==> src/rtl/rom_cheb_seq.sv <==
// Writable multi-table Chebyshev coefficient store with a
// streaming read sequencer (valid/ready, wrap, loop, abort).
module rom_cheb_seq #(
  parameter  int DATA_W = 16,
  parameter  int ADDR_W = 3,
  parameter  int N_CH   = 4,
  localparam int DEPTH  = 2 ** ADDR_W,
  localparam int CH_W   = (N_CH > 1) ? $clog2(N_CH) : 1
) (
  input  logic              c_clk,
  input  logic              c_rst,
  input  logic              c_wr_en,
  input  logic [CH_W-1:0]   i_wr_ch,
  input  logic [ADDR_W-1:0] i_wr_addr,
  input  logic [DATA_W-1:0] i_wr_data,
  input  logic              c_start,
  input  logic [CH_W-1:0]   i_ch,
  input  logic [ADDR_W-1:0] i_first,
  input  logic [ADDR_W:0]   i_count,
  input  logic              c_loop,
  input  logic              c_abort,
  input  logic              i_ready,
  output logic [DATA_W-1:0] o_data,
  output logic              o_valid,
  output logic              o_last,
  output logic              o_busy,
  output logic              o_err
);

  typedef enum logic {
    S_IDLE,
    S_RUN
  } state_t;

  localparam logic [CH_W:0]   NCH = (CH_W + 1)'(N_CH);
  localparam logic [ADDR_W:0] ONE = (ADDR_W + 1)'(1);
  localparam logic [ADDR_W:0] TWO = (ADDR_W + 1)'(2);
  localparam logic [ADDR_W:0] ZER = '0;

  state_t state_q, state_d;

  logic [CH_W-1:0]   ch_q, ch_d;
  logic [ADDR_W-1:0] first_q, first_d;
  logic [ADDR_W-1:0] addr_q, addr_d;
  logic [ADDR_W:0]   count_q, count_d;
  logic [ADDR_W:0]   rem_q, rem_d;
  logic              loop_q, loop_d;
  logic [DATA_W-1:0] data_q, data_d;
  logic              valid_q, valid_d;
  logic              last_q, last_d;
  logic              err_q, err_d;

  logic [DATA_W-1:0] mem_q [N_CH][DEPTH];

  logic              idle;
  logic              wr_ch_ok;
  logic              st_ch_ok;
  logic              start_ok;
  logic              wr_ok;
  logic              xfer;
  logic [CH_W-1:0]   rd_ch;
  logic [ADDR_W-1:0] rd_addr;
  logic [DATA_W-1:0] rd_data;

  assign idle     = (state_q == S_IDLE);
  assign wr_ch_ok = ({1'b0, i_wr_ch} < NCH);
  assign st_ch_ok = ({1'b0, i_ch} < NCH);
  assign start_ok = idle && c_start && st_ch_ok
                    && (i_count != ZER);
  assign wr_ok    = c_wr_en && idle && wr_ch_ok
                    && !start_ok;
  assign xfer     = valid_q && i_ready;

  // Single read port: start word in IDLE,
  // wrap to first at end of pass, else next.
  always_comb begin
    rd_ch   = ch_q;
    rd_addr = addr_q + 1'b1;
    if (idle) begin
      rd_ch   = i_ch;
      rd_addr = i_first;
    end else if (last_q) begin
      rd_addr = first_q;
    end
  end

  assign rd_data = mem_q[rd_ch][rd_addr];

  always_comb begin
    state_d = state_q;
    ch_d    = ch_q;
    first_d = first_q;
    addr_d  = addr_q;
    count_d = count_q;
    rem_d   = rem_q;
    loop_d  = loop_q;
    data_d  = data_q;
    valid_d = valid_q;
    last_d  = last_q;
    err_d   = (c_wr_en && !wr_ok)
              || (idle && c_start && !start_ok);
    unique case (state_q)
      S_IDLE: begin
        if (start_ok) begin
          state_d = S_RUN;
          ch_d    = i_ch;
          first_d = i_first;
          count_d = i_count;
          loop_d  = c_loop;
          addr_d  = i_first;
          rem_d   = i_count;
          data_d  = rd_data;
          valid_d = 1'b1;
          last_d  = (i_count == ONE);
        end
      end
      S_RUN: begin
        if (c_abort) begin
          valid_d = 1'b0;
          last_d  = 1'b0;
          state_d = S_IDLE;
        end else if (xfer) begin
          if (last_q && loop_q) begin
            addr_d = first_q;
            rem_d  = count_q;
            data_d = rd_data;
            last_d = (count_q == ONE);
          end else if (last_q) begin
            valid_d = 1'b0;
            last_d  = 1'b0;
            state_d = S_IDLE;
          end else begin
            addr_d = rd_addr;
            rem_d  = rem_q - ONE;
            data_d = rd_data;
            last_d = (rem_q == TWO);
          end
        end
      end
      default: state_d = S_IDLE;
    endcase
  end

  always_ff @(posedge c_clk) begin
    if (c_rst) begin
      state_q <= S_IDLE;
      ch_q    <= '0;
      first_q <= '0;
      addr_q  <= '0;
      count_q <= '0;
      rem_q   <= '0;
      loop_q  <= 1'b0;
      data_q  <= '0;
      valid_q <= 1'b0;
      last_q  <= 1'b0;
      err_q   <= 1'b0;
    end else begin
      state_q <= state_d;
      ch_q    <= ch_d;
      first_q <= first_d;
      addr_q  <= addr_d;
      count_q <= count_d;
      rem_q   <= rem_d;
      loop_q  <= loop_d;
      data_q  <= data_d;
      valid_q <= valid_d;
      last_q  <= last_d;
      err_q   <= err_d;
    end
  end

  // Storage survives reset by design.
  always_ff @(posedge c_clk) begin
    if (wr_ok) begin
      mem_q[i_wr_ch][i_wr_addr] <= i_wr_data;
    end
  end

  assign o_data  = data_q;
  assign o_valid = valid_q;
  assign o_last  = last_q;
  assign o_busy  = (state_q == S_RUN);
  assign o_err   = err_q;

endmodule

==> config.mk <==
export PLATFORM = sky130hd
export DESIGN_NAME = rom_cheb_seq
export DESIGN_NICKNAME = d
export VERILOG_FILES = /design/src/rtl/rom_cheb_seq.sv
export SDC_FILE = /design/constraint.sdc
export NUM_CORES = 1
export LEC_CHECK = 0
export ABC_CLOCK_PERIOD_IN_PS = 4390
export CORE_MARGIN = 2
export CORE_UTILIZATION = 40
export DETAILED_ROUTE_END_ITERATION = 8
export GPL_TIMING_DRIVEN = 0
export SLEW_MARGIN = 10
export SYNTH_ARGS = -nofsm -noshare
export SYNTH_HDL_FRONTEND = slang
export SYNTH_SLANG_ARGS = --single-unit
==> constraint.sdc <==
create_clock -name c_clk -period 4.39 [get_ports c_clk]
set_clock_uncertainty 0.15 [all_clocks]
set_input_delay 0.439 -clock c_clk [delete_from_list [all_inputs] [get_ports c_clk]]
set_output_delay 0.439 -clock c_clk [all_outputs]
set_load 0.1 [all_outputs]
# ---- Word-level counts from Yosys, hierarchy flattened
# Memory sizes are Yosys's and may differ from the RTL's.
# Cells that the tools add are included.
dict set report word_totals {
  input_bits 37
  ramBits 512
  ff_bits 37
  output_inout_bits 20
  memories 1
}
# memory words word_bits rd rd_ports_with_merged_regs write_ports line_no
set mem_list {}
lappend mem_list {mem_q 4 128 1 0 1 53} ;# logic [DATA_W-1:0] mem_q [N_CH][DEPTH];
dict set report classes {
  n_eq_ne 10
  mux 46
  magnitude_cmp 3
  n_reduce_logical 17
  bitwise_logic 3
  n_addsub 2
}
# cell count
set ops {}
lappend ops {{128-bit two-way mux} 1}
lappend ops {{16-bit two-way mux} 8}
lappend ops {{16-bit binary-select mux with 3-bit select} 1}
lappend ops {{16-bit demux with 3-bit select} 1}
lappend ops {{16-bit case mux with 2 select lines} 1}
lappend ops {{3-bit two-way mux} 7}
lappend ops {{4-bit two-way mux} 5}
lappend ops {{1-bit two-way mux} 16}
lappend ops {{1-bit logical AND} 9}
lappend ops {{3-bit by 2-bit != test with 1-bit output (second input constant)} 3}
lappend ops {{4-bit by 1-bit equality test with 1-bit output (second input constant)} 2}
lappend ops {{4-bit greater-or-equal comparator (second input constant)} 2}
lappend ops {{3-bit inverter with 4-bit output} 2}
lappend ops {{4-bit case mux with 2 select lines} 1}
lappend ops {{4-bit AND reduction} 2}
lappend ops {{1-bit case mux with 2 select lines} 3}
lappend ops {{3-bit case mux with 2 select lines} 1}
lappend ops {{4-bit by 2-bit equality test with 1-bit output (second input constant)} 1}
lappend ops {{4-bit by 1-bit less-than comparator with 1-bit output (second input constant)} 1}
lappend ops {{2-bit by 1-bit != test with 1-bit output (second input constant)} 2}
lappend ops {{2-bit AND reduction} 2}
lappend ops {{4-bit nonzero test} 1}
lappend ops {{4-bit by 1-bit subtractor with 4-bit output (second input constant)} 1}
lappend ops {{3-bit by 1-bit adder with 3-bit output (second input constant)} 1}
lappend ops {{other kinds (6)} 7}

# ---- Longest topological paths before layout
# Gate-level depths: netlist of the first run.
dict set report logic_depth {
  word_depth 12
  depth_mapped 11
  mapped_depth_nobuf 7
}

# ---- Worst setup path after synthesis of the first run
# OpenSTA, ideal clock, no wires.
dict set report synth_path {
  path_kind {register to register}
  start {register state_q (netlist: o_busy)}
  end {memory mem_q[0][0] (netlist name), enable pin}
  t_arrival_ns 3.084
  setup_ns 0.388
  slack_ns 0.768
  path_buffers 3
  stages_incl_launch_ff 9
  cell_sequence {dfxtp_1 > buf_6 > buf_4 > clkbuf_1 > nor2b_1 > o21ai_1 > and4_1 > nand3_1 > nor2_1}
}
dict set report synth_via {
  elab_chain_cells 7
  word_cells_on_any_way 8
  cone_classes {mux (2); bitwise (1); reduce/logical (5)}
}
# element line_no
set synth_rtl {}
lappend synth_rtl {{start: declaration} 40} ;# state_t state_q, state_d;
lappend synth_rtl {{start signal: assignment} 158} ;# state_q <= state_d;
lappend synth_rtl {{1-bit inverter (no source line) (*)} -}
lappend synth_rtl {{1-bit logical AND} 68} ;# assign start_ok = idle && c_start && st_ch_ok
lappend synth_rtl {{1-bit logical AND} 69} ;# && (i_count != ZER);
lappend synth_rtl {{1-bit logical NOT} 71} ;# && !start_ok;
lappend synth_rtl {{1-bit logical AND (*)} 71}
lappend synth_rtl {{1-bit two-way mux (*)} 174} ;# if (wr_ok) begin
lappend synth_rtl {{128-bit two-way mux (implied by the code) (*)} 175} ;# mem_q[i_wr_ch][i_wr_addr] <= i_wr_data;
lappend synth_rtl {{end: declaration} 53}
# Every way passes the cells marked *; elsewhere a longest branch is shown, timed or not.

# ---- Worst setup path in the final report of the first run
dict set report layout_path {
  start {register state_q (netlist: o_busy)}
  end {register data_q[2] (netlist: o_data[2])}
}
dict set report layout_via {
  elab_chain_cells 10
  word_cells_on_any_way 21
  cone_classes {eq/ne (4); mux (11); bitwise (2); reduce/logical (3); memory (1)}
}
# element line_no
set layout_rtl {}
lappend layout_rtl {{2-bit two-way mux or 3-bit two-way mux (tied branches)} 79} ;# if (idle) begin
lappend layout_rtl {{memory read 4 x 128 bit or 3-bit inverter with 4-bit output (tied branches)} -}
lappend layout_rtl {{16-bit binary-select mux with 3-bit select} 87} ;# assign rd_data = mem_q[rd_ch][rd_addr];
lappend layout_rtl {{16-bit two-way mux (implied by the code) (2 in series)} 87}
lappend layout_rtl {{16-bit two-way mux} 128} ;# end else if (last_q) begin
lappend layout_rtl {{16-bit two-way mux} 123} ;# if (last_q && loop_q) begin
lappend layout_rtl {{16-bit two-way mux} 122} ;# end else if (xfer) begin
lappend layout_rtl {{16-bit two-way mux} 118} ;# if (c_abort) begin
lappend layout_rtl {{16-bit case mux with 2 select lines} 102} ;# unique case (state_q)
lappend layout_rtl {{end signal: assignment} 165} ;# data_q <= data_d;
lappend layout_rtl {{end: declaration} 48} ;# logic [DATA_W-1:0] data_q, data_d;
# Several ways; a longest one is shown, not always the timed one. The select of a mux whose other input is x is not followed.
# A chain may end at the register's enable or synchronous reset.

==> results of run 1 <==
metrics by stage:
stage | util [%] | std cells
floorplan | - | 1516
global placement | 43.0 | 2327
detailed placement | 44.0 | 2356
CTS | 47.6 | 2462
global route | 47.5 | 2462
finish | 47.5 | 2463
layer usage:
layer,global-route usage (%),vias to the layer above,wire (um)
li1,-,6156,-
met1,28.7,7074,25900
met2,33.7,579,29300
met3,4.20,102,5320
met4,6.37,2,1570
met5,0.245,-,12
worst reg2reg max path, cell delays in order, from the launching register on:
cell	delay, ns
dfxtp_1	0.36
buf_6	0.17
mux2i_4	0.56
buf_2	0.41
buf_1	0.62
mux4_2	0.41
a2111oi_0	0.93
nor4b_1	0.10
power by group through the flow:
stage / clock network [W] / logic (W) / registers (W)
after floorplan: 0 / 0.000632 / 0.00606
after global placement: 0 / 0.00122 / 0.00593
final: 0.00519 / 0.00125 / 0.00582
after CTS: 0.00525 / 0.00125 / 0.00582
after detailed placement: 0 / 0.00125 / 0.00593
after global routing: 0.00544 / 0.00133 / 0.00582
cell usage after synthesis (4+ instances only):
cell type,instances,area share [%]
a22oi_1,67,2.2
mux2i_1,84,3.7
o21bai_1,10,0.33
buf_2,23,0.51
a2111oi_0,8,0.31
a211oi_1,10,0.33
clkbuf_1,51,0.84
and2_1,4,0.11
buf_1,8,0.13
nand3_1,63,1.4
nor2b_1,6,0.17
buf_6,6,0.30
nor4b_1,5,0.19
or4_1,10,0.33
nand2b_1,133,3.7
nor3_1,28,0.62
a21boi_0,10,0.33
nand4_1,4,0.11
dfxtp_1,37,3.3
a21oi_1,61,1.3
mux4_2,52,5.2
o22ai_1,54,1.5
buf_4,6,0.20
nor2_1,71,1.2
nand2_1,146,2.4
edfxtp_1,512,68
registers in the layout (all words and copies together) (netlist names), 2 cells and up:
register,flops
mem_q,512
o_data,16
count_q,4
rem_q,4
addr_q,3
first_q,3
ch_q,2
area by class of cell:
cell class	instances	area (sq um)	area share, %
antenna	1	2.50	0.00936
buffer	94	449	1.68
clock buffer	75	1560	5.85
clock inverter	31	462	1.73
inverter	3	11.3	0.0421
multi-input combinational	870	6240	23.3
sequential	549	16100	60.3
tap	756	946	3.54
timing repair buffer	84	956	3.57
logic make-up after synthesis:
family                   after synthesis  synth area share [%]
AO/OA/AOI/OAI                        239                  7.00
XOR/XNOR                               3                 0.116
adder cells (fa/ha/maj)                3                 0.165
buffers and inverters                 97                  2.03
flip-flops                           549                  71.0
multiplexers                         138                  9.01
AND/OR/NAND/NOR                      487                  10.7
worst max-delay path by stage:
stage	end	cells after the start
floorplan	mem_q[0][0]	8
global placement	mem_q[1][84]	6
detailed placement	o_data[2]	7
CTS	o_data[2]	7
global route	mem_q[1][11]	8
finish	o_data[2]	7
==> out/summary.txt, run 1 <==
status - completed
slowest cell on the critical path - a2111oi_0
worst hold slack - 0.219 ns
CTS max path bufs - 3
number of top-level pins - 57
wire length per cell - 25.2 um
Mapped Cells - 1516
worst r2r src - o_busy
ANT nets after route - 0
ys flop type - edfxtp_1
Starting Density - 40.4%
CTS Buf Count - 56
area delta synth->final - 17.8%
Worst Hold Class - in -> reg
largest net degree at the start of global routing - 33
Pins Over Slew Limit - 0
sw frac - 23.9%
Yosys reg bits - 549
Worst Reg-to-Reg Cells - 7
post_cts resized - 0
Max Freq - 259 MHz
Hold Violations, Final - 0
Critical Path AT - 4.17 ns
CTS tree - yes
GP Congestion - 0.828
setup TNS - 0 ns
estimated wirelength of the detail-placed design - 42000 um
drt drc - 0
final setup fails - 0
synthesized area - 0.0227 sq mm
post-CTS setup buffers - 0
H-tree depth - 2
Bufs and invs on worst path - 3
hold_buf cts - 0
Critical Path Source - o_busy
fill count - 4836
GRT Util Overall - 20.9%
part of the cycle the worst path needs - 88.1%
Post-synth EDFFs - 512
async set-reset flop share out of synthesis - 0%
Crit path max-delay family - buffers and inverters
synth warn - 0
Flop pwr share - 47.5%
dpl ws - -0.0220 ns
max cap viols - 0
Critical Path Fanout Max - 10
Core Footprint - 0.0563 sq mm
starting DRC count in detailed routing - 1543
vias per cell - 5.65
Startpoint Class - flip-flop
Die X - 242 um
Avg Inst Size Synth - 15.0 sq um
min Tclk post-route - 3.87 ns
# clock sinks - 549
latest clock arrival within the worst-skew pair - 0.62 ns
Crit. End Element - flip-flop
Net Count, Synth - 1556
Yosys cell types - 53
Tot Pwr - 0.0123 W
hold depth - 1
most frequent cells in the layout - 512 x edfxtp_1, 146 x nand2_1, 133 x nand2b_1, 84 x mux2i_1, 67 x a22oi_1
Logic pwr share - 10.2%
share of cells above drive strength 1 - 15.0%
Die Y - 242 um
post-route cell area - 0.0267 sq mm
Total Wirelength - 62100 um
commonest non-fill, non-tap cell in the layout - edfxtp_1
Critical Path RT - 4.70 ns
pwr/cell area - 458 mW/mm^2
smallest setup slack after layout - 0.522 ns
clock slew at reported path FFs - 0.06 ns
initial antenna violation count - 2
RSZ-0062 raised after global routing - no
cell row count - 87
critical-path cell list - buf_6, mux2i_4, buf_2, buf_1, mux4_2, a2111oi_0, nor4b_1
R2R Path End - o_data[2]
register area share after synthesis - 71.0%
placed cell area - 0.0248 sq mm
Hold Path End - mem_q[0][9]
kind of critical path - reg -> reg
Port-buffer cells - 55
Rel. slew slack - 20.0%
clk root buf - clkbuf_16
Nets - 1698
Int Pwr - 0.00933 W
HP Start - i_wr_data[9]
DIE AREA - 0.0587 sq mm
global route overflow - 0
worst slew pin tran - 1.20 ns
number of global-route vias before repair - 13600
NetSw - 0.00292 W
Leakage Power - 8.82 nW
first-pass GRT wire length - 90400 um
DR vias - 13900
drt first pass iters - 5
max incr delay on CP - 0.93 ns
Worst VDD drop - 327 uV
worst reg-to-reg setup slack - 0.52 ns
clock share of power - 42.3%
Note: power is estimated with default switching activity, not from simulation.
==> run 2, diff against run 1 <==
- CTS_BUF_LIST: default -> sky130_fd_sc_hd__clkbuf_2
==> out/summary.txt, run 2 (same netlist as run 1, synthesis figures left out) <==
status - completed
clock share of power - 34.8% (-7.5 points)
RSZ-0062 raised after global routing - no
kind of critical path - reg -> reg
latest clock arrival within the worst-skew pair - 1.31 ns (+0.69 ns)
pwr/cell area - 412 mW/mm^2 (-10%)
NetSw - 0.00299 W (+2.1%)
fill count - 5030 (+4.0%)
register area - 0.0161 sq mm (unchanged)
share of cells above drive strength 1 - 20.9% (+5.9 points)
DR vias - 14600 (+4.7%)
global route overflow - 0 (unchanged)
post-CTS setup buffers - 0 (unchanged)
CTS max path bufs - 3 (unchanged)
Reg with most FFs - mem_q
max incr delay on CP - 0.96 ns (+0.03 ns)
multi-input logic area - 0.00624 sq mm (unchanged)
number of global-route vias before repair - 14400 (+5.3%)
clock slew at reported path FFs - 0.11 ns (+0.05 ns)
Critical Path Fanout Max - 10 (unchanged)
sw frac - 27.5% (+3.6 points)
final setup fails - 0 (unchanged)
fin cells - 2636 (+7.0%)
Starting Density - 40.4% (unchanged)
# clock sinks - 549 (unchanged)
DIE AREA - 0.0587 sq mm (unchanged)
Int Pwr - 0.00788 W (-16%)
Startpoint Class - flip-flop
setup TNS - 0 ns (unchanged)
max cap viols - 0 (unchanged)
GP Congestion - 0.828 (unchanged)
starting DRC count in detailed routing - 1494 (-3.2%)
min Tclk post-route - 3.94 ns (+0.0703 ns)
H-tree depth - 4 (+2)
Flop pwr share - 53.4% (+5.9 points)
Pins Over Slew Limit - 0 (unchanged)
Die X - 242 um (unchanged)
Critical Path AT - 4.94 ns (+0.77 ns)
Die Y - 242 um (unchanged)
CTS Buf Count - 143 (+160%)
dpl cells - 2356 (unchanged)
ANT nets after route - 0 (unchanged)
Worst VDD drop - 245 uV (-25%)
WL met3 - 5530 um (+4.0%)
vias per cell - 5.52 (-2.2%)
commonest non-fill, non-tap cell in the layout - edfxtp_1
GRT Util Overall - 21.6% (+0.69 points)
part of the cycle the worst path needs - 89.7% (+1.6 points)
Nets - 1815 (+6.9%)
Largest register FFs - 512 (unchanged)
Logic pwr share - 11.7% (+1.5 points)
post_cts resized - 0 (unchanged)
critical-path cell list - buf_6, mux2i_4, buf_2, buf_1, mux4_2, a2111oi_0, nor4b_1
cell row count - 87 (unchanged)
Critical Path RT - 5.39 ns (+0.69 ns)
Worst Hold Class - in -> reg
hold_buf cts - 19 (+19)
Max Freq - 254 MHz (-1.8%)
Core Footprint - 0.0563 sq mm (unchanged)
Rel. slew slack - 16.0% (-3.9 points)
Max Used Layer - met5
Crit. End Element - flip-flop
CTS tree - yes
drt drc - 0 (unchanged)
drt first pass iters - 5 (unchanged)
estimated wirelength of the detail-placed design - 42000 um (unchanged)
slowest cell on the critical path - a2111oi_0
area delta synth->final - 16.3%
first-pass GRT wire length - 92500 um (+2.4%)
Total Wirelength - 63300 um (+1.9%)
Port-buffer cells - 55 (unchanged)
most frequent cells in the layout - 512 x edfxtp_1, 212 x clkbuf_2, 146 x nand2_1, 133 x nand2b_1, 84 x mux2i_1
met2 WL - 29900 um (+2.0%)
clk root buf - clkbuf_2
initial antenna violation count - 2 (unchanged)
Leakage Power - 8.99 nW (+1.9%)
met1 wire length - 26400 um (+1.8%)
Hold Violations, Final - 0 (unchanged)
largest net degree at the start of global routing - 33 (unchanged)
number of top-level pins - 57 (unchanged)
worst slew pin tran - 1.26 ns (+0.0590 ns)
wire length per cell - 24.0 um (-4.8%)
## run 2: cell types whose count changed in the layout (fill, tap and decap cells not counted)
cell,previous run,this run
bufinv_16,11,7
clkinv_2,14,3
clkinv_8,1,0
clkinv_1,4,21
clkinvlp_4,0,1
inv_2,1,6
clkinv_16,1,0
buf_2,33,34
clkbuf_8,7,0
clkbuf_2,1,212
dlygate4sd3_1,0,30
clkbuf_1,62,51
clkbuf_16,57,0
## run 2: area by class of cell
type | count | share of cell area, %
Clock inverter | 37 | 1.25
Inverter | 3 | 0.0426
Multi-Input combinational cell | 870 | 23.6
Buffer | 94 | 1.70
Tap cell | 756 | 3.58
Timing Repair Buffer | 114 | 4.76
Clock buffer | 212 | 4.02
Sequential cell | 549 | 61.0
Antenna cell | 1 | 0.00948
## run 2: through the flow
stage	setup WS [ns]	hold slack, ns	power [W]	area (sq um)	utilization (%)
detailed placement	-0.0220	0.297	0.00718	24800	44.0
floorplan	0.768	0.286	0.00669	22700	-
global placement	-1.00	0.295	0.00715	24200	43.0
global route	0.377	0.0795	0.0113	26400	46.9
finish	0.451	0.0974	0.0109	26400	46.9
CTS	0.488	0.00781	0.0110	26400	46.8
## run 2: worst paths after layout
path / startpoint / endpoint / slack, ns / cells after the start
worst min register to register: first_q[1] / first_q[1] / 0.32 / 2
worst max-delay path: o_busy / o_data[2] / 0.45 / 7
worst min-delay path: i_wr_data[5] / mem_q[3][69] / 0.1 / 2
worst max register to register: o_busy / o_data[2] / 0.45 / 7
## run 2: layer usage
metal  vias to the layer above  GRT usage (%)
met5                         -              0
met4                         2           8.50
met3                       105           5.39
met2                       640           34.0
met1                      7355           28.9
li1                       6461              -
## run 2: power groups by stage
stage / sequential, W / clock [W] / combinational, W
after floorplan: 0.00606 / 0 / 0.000632
after global placement: 0.00593 / 0 / 0.00122
after detailed placement: 0.00593 / 0 / 0.00125
after CTS: 0.00581 / 0.00388 / 0.00126
after global routing: 0.00581 / 0.00412 / 0.00135
final: 0.00581 / 0.00379 / 0.00127
## run 2: worst max-delay path, delay by kind of cell (launching register included)
family	cells	cell delay, ns
buf+inv	3	1.22
mux	2	0.98
compound gates	1	0.96
flops	1	0.38
simple gates	1	0.10
